$ cat config.mk
export PLATFORM = sky130hd
export DESIGN_NAME = wr_ptr_full_flat
export DESIGN_NICKNAME = d
export VERILOG_FILES = /design/src/rtl/wr_ptr_full_if.sv /design/src/rtl/wr_ptr_full.sv /design/src/flat_wrapper.sv
export SDC_FILE = /design/constraint.sdc
export NUM_CORES = 1
export LEC_CHECK = 0
export ABC_AREA = 1
export CORE_MARGIN = 3
export CORE_UTILIZATION = 47
export DETAILED_ROUTE_END_ITERATION = 6
export HOLD_SLACK_MARGIN = 0.15
export PLACE_DENSITY = 0.89
export SLEW_MARGIN = 20
export SYNTH_ARGS = -nofsm -noshare
export SYNTH_HDL_FRONTEND = slang
export SYNTH_SLANG_ARGS = --single-unit
$ cat constraint.sdc
create_clock -name clk_i -period 2.5 [get_ports clk_i]
set_input_delay 0.25 -clock clk_i [delete_from_list [all_inputs] [get_ports clk_i]]
set_output_delay 0.25 -clock clk_i [all_outputs]
set_load 0.01 [all_outputs]
$ cat src/rtl/wr_ptr_full_if.sv
// Write-side bundle of the async FIFO pointer block: producer request, synchronized read
// pointer in, and the write pointer, address, strobe and flags out.
interface wr_ptr_full_if #(
  parameter int unsigned AWIDTH = 3
);
  logic              wrreq_i;
  logic [AWIDTH:0]   rd_pntr_gray_i;
  logic [AWIDTH:0]   wr_pntr_gray_o;
  logic [AWIDTH-1:0] wr_addr_o;
  logic              wr_en_o;
  logic              full_o;
  logic [AWIDTH:0]   usedw_o;
  logic              almost_full_o;

  modport master (
    output wrreq_i, rd_pntr_gray_i,
    input  wr_pntr_gray_o, wr_addr_o, wr_en_o, full_o, usedw_o, almost_full_o
  );

  modport slave (
    input  wrreq_i, rd_pntr_gray_i,
    output wr_pntr_gray_o, wr_addr_o, wr_en_o, full_o, usedw_o, almost_full_o
  );
endinterface

$ cat src/rtl/wr_ptr_full.sv
// Async FIFO write-domain pointer: binary/Gray write pointer, full flag and fill level.
// Define WR_PTR_FULL_ALMOST_FULL_EN to build the registered almost-full flag.
module wr_ptr_full #(
  parameter int unsigned AWIDTH   = 3,
  parameter int unsigned AF_LEVEL = 6
) (
  input logic          clk_i,
  input logic          aclr_i,
  wr_ptr_full_if.slave bus
);

  if (AWIDTH < 2) begin : g_bad_awidth
    $error("AWIDTH must be at least 2");
  end
  if (AF_LEVEL < 1 || AF_LEVEL > (1 << AWIDTH)) begin : g_bad_af_level
    $error("AF_LEVEL must lie in 1..2**AWIDTH");
  end

  logic [AWIDTH:0] r_wbin;
  logic [AWIDTH:0] r_wgray;
  logic            r_full;
  logic [AWIDTH:0] r_usedw;

  logic            w_wr_en;
  logic [AWIDTH:0] w_wbin_next;
  logic [AWIDTH:0] w_wgray_next;
  logic [AWIDTH:0] w_rd_full_cmp;
  logic [AWIDTH:0] w_rbin;
  logic [AWIDTH:0] w_usedw_next;
  logic            w_full_next;

  // Strobe is gated by reset so nothing reaches memory while the pointer is being cleared.
  assign w_wr_en      = bus.wrreq_i & ~r_full & ~aclr_i;
  assign w_wbin_next  = r_wbin + {{AWIDTH{1'b0}}, w_wr_en};
  assign w_wgray_next = w_wbin_next ^ (w_wbin_next >> 1);

  // Full when the write pointer is exactly one lap ahead: top two Gray bits differ.
  assign w_rd_full_cmp = {~bus.rd_pntr_gray_i[AWIDTH:AWIDTH-1], bus.rd_pntr_gray_i[AWIDTH-2:0]};
  assign w_full_next   = (w_wgray_next == w_rd_full_cmp);

  always_comb begin
    w_rbin = '0;
    for (int unsigned i = 0; i <= AWIDTH; i++) begin
      w_rbin[i] = ^(bus.rd_pntr_gray_i >> i);
    end
  end

  assign w_usedw_next = w_wbin_next - w_rbin;

  always_ff @(posedge clk_i or posedge aclr_i) begin
    if (aclr_i) begin
      r_wbin  <= '0;
      r_wgray <= '0;
      r_full  <= 1'b0;
      r_usedw <= '0;
    end else begin
      r_wbin  <= w_wbin_next;
      r_wgray <= w_wgray_next;
      r_full  <= w_full_next;
      r_usedw <= w_usedw_next;
    end
  end

`ifdef WR_PTR_FULL_ALMOST_FULL_EN
  localparam logic [AWIDTH:0] AfLevelW = AF_LEVEL[AWIDTH:0];

  logic r_almost_full;

  always_ff @(posedge clk_i or posedge aclr_i) begin
    if (aclr_i) begin
      r_almost_full <= 1'b0;
    end else begin
      r_almost_full <= (w_usedw_next >= AfLevelW);
    end
  end

  assign bus.almost_full_o = r_almost_full;
`else
  assign bus.almost_full_o = 1'b0;
`endif

  assign bus.wr_en_o        = w_wr_en;
  assign bus.wr_addr_o      = r_wbin[AWIDTH-1:0];
  assign bus.wr_pntr_gray_o = r_wgray;
  assign bus.full_o         = r_full;
  assign bus.usedw_o        = r_usedw;

endmodule

$ cat src/flat_wrapper.sv
// flat-port wrapper written by rule: the top's interface ports become plain ports
module wr_ptr_full_flat 
#(
  parameter int unsigned AWIDTH   = 3,
  parameter int unsigned AF_LEVEL = 6
)
  (clk_i, aclr_i, bus_wrreq_i, bus_rd_pntr_gray_i, bus_wr_pntr_gray_o, bus_wr_addr_o, bus_wr_en_o, bus_full_o, bus_usedw_o, bus_almost_full_o);
  wr_ptr_full_if #(.AWIDTH(AWIDTH)) bus_i ();
  input logic clk_i;
  input logic aclr_i;
  input wire logic [$bits(bus_i.wrreq_i)-1:0] bus_wrreq_i;
  input wire logic [$bits(bus_i.rd_pntr_gray_i)-1:0] bus_rd_pntr_gray_i;
  output wire logic [$bits(bus_i.wr_pntr_gray_o)-1:0] bus_wr_pntr_gray_o;
  output wire logic [$bits(bus_i.wr_addr_o)-1:0] bus_wr_addr_o;
  output wire logic [$bits(bus_i.wr_en_o)-1:0] bus_wr_en_o;
  output wire logic [$bits(bus_i.full_o)-1:0] bus_full_o;
  output wire logic [$bits(bus_i.usedw_o)-1:0] bus_usedw_o;
  output wire logic [$bits(bus_i.almost_full_o)-1:0] bus_almost_full_o;
  assign bus_i.wrreq_i = bus_wrreq_i;
  assign bus_i.rd_pntr_gray_i = bus_rd_pntr_gray_i;
  assign bus_wr_pntr_gray_o = bus_i.wr_pntr_gray_o;
  assign bus_wr_addr_o = bus_i.wr_addr_o;
  assign bus_wr_en_o = bus_i.wr_en_o;
  assign bus_full_o = bus_i.full_o;
  assign bus_usedw_o = bus_i.usedw_o;
  assign bus_almost_full_o = bus_i.almost_full_o;
  wr_ptr_full #(.AWIDTH(AWIDTH), .AF_LEVEL(AF_LEVEL)) u_core (.clk_i(clk_i), .aclr_i(aclr_i), .bus(bus_i));
endmodule
==> flow_summary.json <==
{
  "outcome": "finished, final reports clean",
  "start_util_pct": 54.9,
  "cp.arrival_ns": 2.19,
  "crit_path_end": "u_core.bus.full_o",
  "synthCells": 84,
  "seq_area_um2": 300,
  "fin_crit_sh_pct": 79.6,
  "power.density_mw_per_mm2": 1310,
  "critPathKind": "in -> reg",
  "yosysTopAreaCell": "dfrtp_1",
  "wl_per_cell_um": 11.0,
  "path_max_fanout": 4,
  "ys_warn_count": 0,
  "synth-seq-cells": 12,
  "met1_usage_pct": 19.1,
  "rsz0062_at_grt": "no",
  "grt_pass1_wl_um": 2370,
  "core_mm2": 0.00122,
  "drv_slew": 0,
  "cts_root_buf": "clkbuf_4",
  "ys_types": 12,
  "grt-ovfl-total": 0,
  "final_cell_mix": "nand2_1, clkdlybuf4s50_1, inv_1",
  "portBuffers": 19,
  "finalCoreUtilization_pct": 74.5,
  "slowest_delay_ns": 0.45,
  "clock_latency_ns": 0.27,
  "busiest_layer": "met2",
  "drt_iter0_markers": 10,
  "stdcell_area_um2": 906,
  "hpwl_um": 1110,
  "grt_pass1_vias": 591,
  "cts_resized": 0,
  "drc": 0,
  "fin_crit_ns": 1.99,
  "cp.depth": 11,
  "syn2layout_area_growth_pct": 35.6,
  "path_cells": "clkdlybuf4s50_1, inv_1, nand2_1, nor2_1, ha_1, ha_1, buf_4, xor2_1, xor2_1, nand3_1, nor2_1",
  "setup_viol": 0,
  "layout-drive-gt1-share_pct": 7.48,
  "ant_nets": 0,
  "grt.total_usage_pct": 17.0,
  "dpl-instance-area_um2": 883,
  "final-hold-violation-count": 0,
  "cts_tree": "built",
  "grt_max_degree": 13,
  "r2r_setup_slack_ns": 0.62,
  "final_common_cell": "nand2_1",
  "startpoint": "aclr_i",
  "clk_pin_slew_ns": 0.07,
  "vdd_drop_max_uv": 723,
  "final_net_count": 120,
  "cts.sinks": 12,
  "yosysTopAreaCellShare_pct": 44.9,
  "vias": 586,
  "endpoint_kind": "flop",
  "r2r_start": "u_core.bus.full_o",
  "reg2reg_to": "u_core.bus.full_o",
  "cts_buffer_depth": 2,
  "cts_setup_buffers": 0,
  "dieArea_mm2": 0.00191,
  "tns_ns": 0,
  "cts_hold_buffers": 0,
  "reg2regPathDepth": 8,
  "syn_avg_cell_area_um2": 7.95,
  "dr.pass1.iters": 4,
  "fp.dieW_um": 43.7,
  "place_congestion": 0.828,
  "die_y_um": 43.7,
  "hold_path_class": "in -> async",
  "antenna_cells": 0,
  "cts-buffers-inserted": 3,
  "skew_ns": 0.000985,
  "top_level_ports": 21,
  "cpLargestDelayFamily": "buffers and inverters",
  "p_leak_nw": 0.497,
  "drt_wl_total_um": 1330,
  "syn_area_um2": 668,
  "multiInputGateArea_um2": 308,
  "h-tree-depth": 1,
  "ys_top_cells_by_area": "dfrtp_1, nand2_1, xor2_1",
  "required_ns": 2.70,
  "fmax_ghz": 0.503,
  "grt_use_met3_pct": 2.49,
  "fill_cells": 98,
  "antenna_found_initial": 0,
  "rows": 12,
  "cp-start-kind": "input pin",
  "use_met2_pct": 28.5,
  "ys_seq_area_share_pct": 44.9,
  "vias_per_cell": 4.84,
  "crit_path_top_delay_cell": "clkdlybuf4s50_1",
  "p_total_w": 0.00118,
  "worst-path-buf-inv": 3,
  "max-cap-violations": 0,
  "syn_nets": 95
}
-- flip-flops by register name (all words and copies together), names as in the netlist --
| name | cells |
|---|---|
| u_core.bus.usedw_o | 4 |
| u_core.r_wbin | 4 |
| u_core.bus.wr_pntr_gray_o | 3 |
| u_core.bus.full_o | 1 |
-- metal layers --
layer	vias to the layer above	wire (µm)
met5	-	0
met1	264	567
met3	4	86
met4	0	41
met2	19	635
li1	299	-
-- through the flow --
stage / hold slack (ns) / setup WS (ns) / cells
CTS: 0.295 / 0.511 / 121
detailed placement: 0.563 / 0.244 / 118
global placement: 0.547 / 0.287 / 118
floorplan: 0.123 / 0.362 / 84
global route: 0.309 / 0.344 / 121
finish: 0.291 / 0.510 / 121
-- how the worst min path moves through the flow --
stage               cells past startpoint        startpoint                            to
floorplan                               1            aclr_i             u_core.bus.full_o
global placement                        1  u_core.r_wbin[0]              u_core.r_wbin[0]
detailed placement                      1  u_core.r_wbin[0]              u_core.r_wbin[0]
CTS                                     3            aclr_i         u_core.bus.usedw_o[0]
global route                            3            aclr_i  u_core.bus.wr_pntr_gray_o[0]
finish                                  3            aclr_i              u_core.r_wbin[0]
-- layout make-up --
type                            count  area share (%)
Multi-Input combinational cell     57            34.0
Sequential cell                    12            33.1
Inverter                           14            5.80
Clock buffer                        3            2.49
Tap cell                           14            1.93
Timing Repair Buffer               21            22.7
-- power breakdown --
group          switching (W)  leakage [nW]  internal [W]
registers          0.0000490         0.145      0.000300
logic               0.000373         0.339      0.000348
clock network      0.0000592        0.0138     0.0000557
total               0.000481         0.497      0.000704
-- kinds of logic after synthesis --
logic type / share of synthesized area (%)
simple gates: 26.8
buf+inv: 8.99
flops: 44.9
xor+xnor: 10.5
fa+ha+maj: 7.49
compound gates: 0.748
other cells: 0.561
-- Yosys cell counts --
| master | number |
|---|---|
| inv_1 | 14 |
| xor2_1 | 8 |
| nand2_1 | 30 |
| nor2_1 | 3 |
| ha_1 | 4 |
| buf_4 | 1 |
| nand3_1 | 6 |
| a21oi_1 | 1 |
| dfrtp_1 | 12 |
| conb_1 | 1 |
| nand4_1 | 1 |
| nand2_2 | 3 |
-- worst reg2reg max path, stage by stage, from the launching register on --
cell	delay, ns
dfrtp_1	0.38
nor2_1	0.14
ha_1	0.22
ha_1	0.27
buf_4	0.16
xor2_1	0.23
xor2_1	0.20
nand3_1	0.11
nor2_1	0.10
No activity file was read; power rests on OpenSTA's default activity.
